**config.mk**
```make
export PLATFORM = sky130hd
export DESIGN_NAME = bus_reg_slave
export DESIGN_NICKNAME = d
export VERILOG_FILES = /design/src/rtl/bus_reg_pkg.sv /design/src/rtl/bus_timer_core.sv /design/src/rtl/bus_reg_slave.sv
export SDC_FILE = /design/constraint.sdc
export NUM_CORES = 1
export LEC_CHECK = 0
export BUFFER_PORTS_ARGS = -buffer_cell sky130_fd_sc_hd__buf_2
export CAP_MARGIN = 0
export CORE_ASPECT_RATIO = 1.4
export CORE_UTILIZATION = 35
export DETAILED_ROUTE_END_ITERATION = 10
export PLACE_DENSITY = 0.55
export SYNTH_ARGS = -nofsm -noshare
export SYNTH_HDL_FRONTEND = slang
export SYNTH_SLANG_ARGS = --single-unit
```
**constraint.sdc**
```tcl
create_clock -name clk -period 8.76 [get_ports clk]
set_clock_uncertainty 0.1 [all_clocks]
set_input_delay 1.752 -clock clk [delete_from_list [all_inputs] [get_ports clk]]
set_output_delay 1.752 -clock clk [all_outputs]
set_load 0.03 [all_outputs]
```
**src/rtl/bus_reg_pkg.sv**
```systemverilog
// Shared constants and types for the bus register slave: register offsets,
// CTRL/STATUS bit positions and the timer FSM state encoding.
package bus_reg_pkg;

    localparam logic [2:0] OFS_ID      = 3'd0;
    localparam logic [2:0] OFS_SCRATCH = 3'd1;
    localparam logic [2:0] OFS_CTRL    = 3'd2;
    localparam logic [2:0] OFS_LOAD    = 3'd3;
    localparam logic [2:0] OFS_COUNT   = 3'd4;
    localparam logic [2:0] OFS_STATUS  = 3'd5;
    localparam logic [2:0] OFS_WRCNT   = 3'd6;
    localparam logic [2:0] OFS_RSVD    = 3'd7;

    localparam int CTRL_EN   = 0;
    localparam int CTRL_AR   = 1;
    localparam int CTRL_IRQ  = 2;
    localparam int ST_EXP    = 0;
    localparam int ST_BUSY   = 1;

    typedef enum logic {
        IDLE = 1'b0,
        RUN  = 1'b1
    } timer_state_e;

endpackage

```
**src/rtl/bus_timer_core.sv**
```systemverilog
// Reloadable down-counter timer: start loads COUNT, expiry pulses when COUNT
// reaches zero in RUN, then either reloads or drops back to IDLE.
module bus_timer_core
    import bus_reg_pkg::*;
(
    input  logic        clk,
    input  logic        rst,
    input  logic [15:0] i_load,
    input  logic        i_start,
    input  logic        i_stop,
    input  logic        i_auto_reload,
    output logic [15:0] o_count,
    output logic        o_expire,
    output logic        o_busy
);

    timer_state_e r_state, w_state_nxt;
    logic [15:0]  r_count, w_count_nxt;

    always_ff @(posedge clk or posedge rst) begin
        if (rst) begin
            r_state <= IDLE;
            r_count <= 16'h0000;
        end else begin
            r_state <= w_state_nxt;
            r_count <= w_count_nxt;
        end
    end

    // A stop request outranks an expiry on the same edge; COUNT freezes.
    always_comb begin
        w_state_nxt = r_state;
        w_count_nxt = r_count;
        case (r_state)
            IDLE: begin
                if (i_start) begin
                    w_state_nxt = RUN;
                    w_count_nxt = i_load;
                end
            end
            RUN: begin
                if (i_stop) begin
                    w_state_nxt = IDLE;
                end else if (r_count != 16'h0000) begin
                    w_count_nxt = r_count - 16'h0001;
                end else if (i_auto_reload) begin
                    w_count_nxt = i_load;
                end else begin
                    w_state_nxt = IDLE;
                end
            end
            default: w_state_nxt = IDLE;
        endcase
    end

    always_comb begin
        o_count  = r_count;
        o_busy   = (r_state == RUN);
        o_expire = (r_state == RUN) && !i_stop && (r_count == 16'h0000);
    end

endmodule

```
**src/rtl/bus_reg_slave.sv**
```systemverilog
// CPU register bus responder: 8-word window with ID, scratch, control and a
// timer; read data is registered and forced to 0 on non-read edges for OR-ing.
module bus_reg_slave
    import bus_reg_pkg::*;
#(
    parameter logic [15:0] BASE_ADDR = 16'h0000,
    parameter logic [15:0] ID_VALUE  = 16'hB5A1,
    parameter logic [15:0] LOAD_RST  = 16'h00FF
) (
    input  logic        clk,
    input  logic        rst,
    input  logic        bus_cs,
    input  logic        bus_op,
    input  logic [15:0] bus_addr,
    input  logic [15:0] bus_wr_data,
    output logic [15:0] bus_rd_data,
    output logic        irq
);

    logic [15:0] r_scratch, r_load, r_wrcnt, r_rd_data;
    logic [2:0]  r_ctrl, w_ctrl_nxt;
    logic        r_expired, w_exp_nxt, r_irq;
    logic        w_hit, w_wr, w_rd, w_ctrl_wr, w_status_wr;
    logic [2:0]  w_ofs;
    logic [15:0] w_count, w_rd_mux;
    logic        w_expire, w_busy, w_start, w_stop;

    assign w_hit       = bus_cs && (bus_addr[15:3] == BASE_ADDR[15:3]);
    assign w_ofs       = bus_addr[2:0];
    assign w_wr        = w_hit && bus_op;
    assign w_rd        = w_hit && !bus_op;
    assign w_ctrl_wr   = w_wr && (w_ofs == OFS_CTRL);
    assign w_status_wr = w_wr && (w_ofs == OFS_STATUS);
    // Only an en 0->1 transition starts the timer; en=1 while running is a no-op.
    assign w_start     = w_ctrl_wr && bus_wr_data[CTRL_EN] && !r_ctrl[CTRL_EN];
    assign w_stop      = w_ctrl_wr && !bus_wr_data[CTRL_EN];

    bus_timer_core u_timer (
        .clk           (clk),
        .rst           (rst),
        .i_load        (r_load),
        .i_start       (w_start),
        .i_stop        (w_stop),
        .i_auto_reload (r_ctrl[CTRL_AR]),
        .o_count       (w_count),
        .o_expire      (w_expire),
        .o_busy        (w_busy)
    );

    // One-shot expiry clears en so CTRL tracks the FSM dropping to IDLE.
    always_comb begin
        w_ctrl_nxt = r_ctrl;
        if (w_ctrl_wr)
            w_ctrl_nxt = bus_wr_data[2:0];
        if (w_expire && !r_ctrl[CTRL_AR])
            w_ctrl_nxt[CTRL_EN] = 1'b0;
        w_exp_nxt = r_expired;
        if (w_status_wr && bus_wr_data[ST_EXP])
            w_exp_nxt = 1'b0;
        if (w_expire)
            w_exp_nxt = 1'b1;
    end

    always_comb begin
        w_rd_mux = 16'h0000;
        case (w_ofs)
            OFS_ID:      w_rd_mux = ID_VALUE;
            OFS_SCRATCH: w_rd_mux = r_scratch;
            OFS_CTRL:    w_rd_mux = {13'h0000, r_ctrl};
            OFS_LOAD:    w_rd_mux = r_load;
            OFS_COUNT:   w_rd_mux = w_count;
            OFS_STATUS:  w_rd_mux = {14'h0000, w_busy, r_expired};
            OFS_WRCNT:   w_rd_mux = r_wrcnt;
            OFS_RSVD:    w_rd_mux = 16'h0000;
            default:     w_rd_mux = 16'h0000;
        endcase
    end

    always_ff @(posedge clk or posedge rst) begin
        if (rst) begin
            r_scratch <= 16'h0000;
            r_load    <= LOAD_RST;
            r_wrcnt   <= 16'h0000;
            r_rd_data <= 16'h0000;
            r_ctrl    <= 3'b000;
            r_expired <= 1'b0;
            r_irq     <= 1'b0;
        end else begin
            r_ctrl    <= w_ctrl_nxt;
            r_expired <= w_exp_nxt;
            r_irq     <= w_ctrl_nxt[CTRL_IRQ] && w_exp_nxt;
            r_rd_data <= w_rd ? w_rd_mux : 16'h0000;
            if (w_wr) begin
                r_wrcnt <= r_wrcnt + 16'h0001;
                if (w_ofs == OFS_SCRATCH) r_scratch <= bus_wr_data;
                if (w_ofs == OFS_LOAD)    r_load    <= bus_wr_data;
            end
        end
    end

    assign bus_rd_data = r_rd_data;
    assign irq         = r_irq;

endmodule

```
==> flow_metrics.tcl <==
set metrics [dict create \
    status "finished, violations left" \
    violations "DRC" \
    fin_crit_sh_pct 43.0 \
    synth_common_cells "dfrtp_1, nor2_1, mux2_2, nand2_1, a21oi_1" \
    hold_viol 0 \
    cts_tree "yes" \
    synth_edf_count 0 \
    drive_gt1_share_pct 27.0 \
    final_util_pct 41.5 \
    maxCapViolCount 0 \
    ys_types 57 \
    synth_nets 469 \
    path_common_cell "a21oi_1" \
    h-tree-depth 3 \
    rsz0062_at_grt "no" \
    std_cell_rows 48 \
    crit_required_ns 8.93 \
    slew_headroom_pct 27.2 \
    ys_ff_latch 86 \
    ctsHoldBuffers 0 \
    portBuffers 52 \
    core_um2 12400 \
    drc_errors 14 \
    worst_slack_ns 4.99 \
    worstSetupPathType "in2reg" \
    cp_top_family "buffers and inverters" \
    grt_start_max_net_pins 87 \
    slowest_stage "buf_2" \
    antenna_found_initial 0 \
    place_hpwl_um 8020 \
    p_sw_w 0.000237 \
    chipWidth_um 97.6 \
    area_delta_synth_final_pct 15.1 \
    cp-start-kind "input port" \
    grt_pass1_vias 3404 \
    worstMarginPinSlew_ns 1.09 \
    end_kind "flop" \
    path_cells "buf_2, nor2b_1, nand3b_1, or4_4, o21a_4, inv_4, a21oi_1, a21oi_1" \
    ys_warn_count 0 \
    synth_top_cell_area_share_pct 43.6 \
    clk_pin_slew_ns 0.06 \
    place_ws_ns 4.65 \
    critPathMaxStageDelay_ns 0.77 \
    synthArstFlopShare_pct 100 \
    via_per_inst 5.47 \
    clk_latency_ns 0.34 \
    vdd_drop_max_uv 95.6 \
    ant_nets 0 \
    start_util_pct 36.0 \
    max_freq_ghz 0.265 \
    finalWeightedCongestion 0.813 \
    num-fill-cells 1196 \
    yosysSeqAreaShare_pct 48.3 \
    netSwitchingFraction_pct 24.4 \
    finalSetupViolations 0 \
    worstPathMaxFanout 47 \
    antenna_cells 0 \
    holdWs_ns 0.401 \
    synth_ff_type "dfrtp_1" \
    vias 3411 \
    hold_path_class "reg2reg" \
    cts_inserted_buffers 9 \
    cp.arrival_ns 3.94 \
    setup_tns_ns 0 \
    combPwrFrac_pct 9.0 \
    cts_root_buf "clkbuf_16" \
    p_seq_share_pct 45.1 \
    die_y_um 136 \
    die_area_um2 13300 \
    ys_top_cells_by_area "dfrtp_1, mux2_2, dfstp_2" \
    routedWlPerCell_um 18.0 \
    p_leak_nw 2.34 \
    slew_violations 0 \
    p_int_w 0.000734 \
    io_pins 53 \
    cts_buffer_depth 2 \
    worst-path-buf-inv 2 \
    power.density_nw_per_um2 188 \
    nets 508 \
    synth_top_area_cell "dfrtp_1" \
    ctsResizeCount 0 \
    synthesis.area_um2 4480 \
    grt_use_total_pct 18.1 \
    postSynthCellCount 430 \
    dr.pass1.iters 8 \
    grt_pass1_wl_um 18400 \
    syn_area_per_cell_um2 10.4 \
    yosysMostFrequentCell "dfrtp_1" \
    clock_sinks 86 \
    power_w 0.000971 \
    clkPwrFrac_pct 45.9 \
    drt-total-wl_um 11200 \
    min_period_ns 3.77 \
    grt_overflow 0 \
    drtIter0Drc 233 \
    cts_setup_buffers 0 \
]
-- cell type report --
cell class,count,area [µm²],share of cell area [%]
multi-input cells,305,2130,41.3
clock buffers,11,243,4.71
flip-flops and latches,86,2160,41.9
well taps,150,188,3.64
inverters,13,52.6,1.02
clock inverters,5,106,2.06
repair buffers,54,275,5.34
-- through the flow --
stage,cells,instance area [µm²]
after floorplan,430,4480
after global placement,608,4810
after detailed placement,608,4810
after CTS,624,5150
after global routing,624,5150
final,624,5150
-- path summary, 6_finish.rpt --
check	from	endpoint	slack, ns	cells past startpoint
hold reg to reg	r_wrcnt[15]	r_wrcnt[15]	0.40	1
hold / removal	r_wrcnt[15]	r_wrcnt[15]	0.40	1
setup / recovery	bus_addr[1]	u_timer.o_count[14]	4.99	8
min in group asynchronous	rst	bus_rd_data[6]	1.64	3
max in group asynchronous	rst	r_wrcnt[1]	6.21	3
setup reg to reg	u_timer.o_count[0]	u_timer.o_count[15]	5.98	8
-- routing by layer --
layer / GRT usage [%] / up-vias / wire length [µm]
li1: - / 1632 / -
met1: 22.5 / 1685 / 4810
met2: 30.6 / 79 / 5720
met3: 3.60 / 15 / 413
met4: 7.58 / 0 / 267
met5: 0 / - / 0
-- state kept, by name, indices dropped and copies added (netlist names) --
signal,flops
bus_rd_data,16
irq,1
r_ctrl,3
r_expired,1
r_load,16
r_scratch,16
r_wrcnt,16
u_timer.o_busy,1
u_timer.o_count,16
-- cell families (layout without fill, tap and decap cells) --
logic type,Yosys count,in the layout,share of synthesized area (%)
buffers and inverters,39,83,4.24
DFF,86,86,48.3
adders and majority gates,3,3,0.838
and+or+nand+nor,137,137,17.3
muxes,46,46,11.1
xor gates and xnor gates,15,15,2.93
AOI/OAI and AO/OA,104,104,15.3
-- power by group through the flow --
stage / Combinational (W) / Clock (W) / Sequential [W]
after floorplan: 0.0000748 / 0 / 0.000427
after global placement: 0.0000860 / 0 / 0.000444
after detailed placement: 0.0000881 / 0 / 0.000445
after CTS: 0.0000886 / 0.000456 / 0.000437
after global routing: 0.000100 / 0.000468 / 0.000439
final: 0.0000874 / 0.000445 / 0.000438
-- cell usage in the layout (no fill, tap or decap), types with 4 or more instances in the layout --
master / n
o22a_1: 12
xnor2_1: 12
nand4_1: 10
a21oi_1: 19
nor4_1: 6
nand2b_1: 6
nor2_1: 38
a22oi_1: 7
mux2_2: 27
nand2_1: 27
a211oi_1: 5
clkbuf_16: 9
a31oi_1: 8
a21oi_2: 9
buf_2: 52
o21ai_0: 18
nor2b_1: 6
nand3_1: 10
o21ai_1: 14
and2_1: 4
inv_1: 11
nor3_1: 9
mux2i_1: 17
dfrtp_1: 78
dfstp_2: 8
Power figures use the tool's default switching activity.
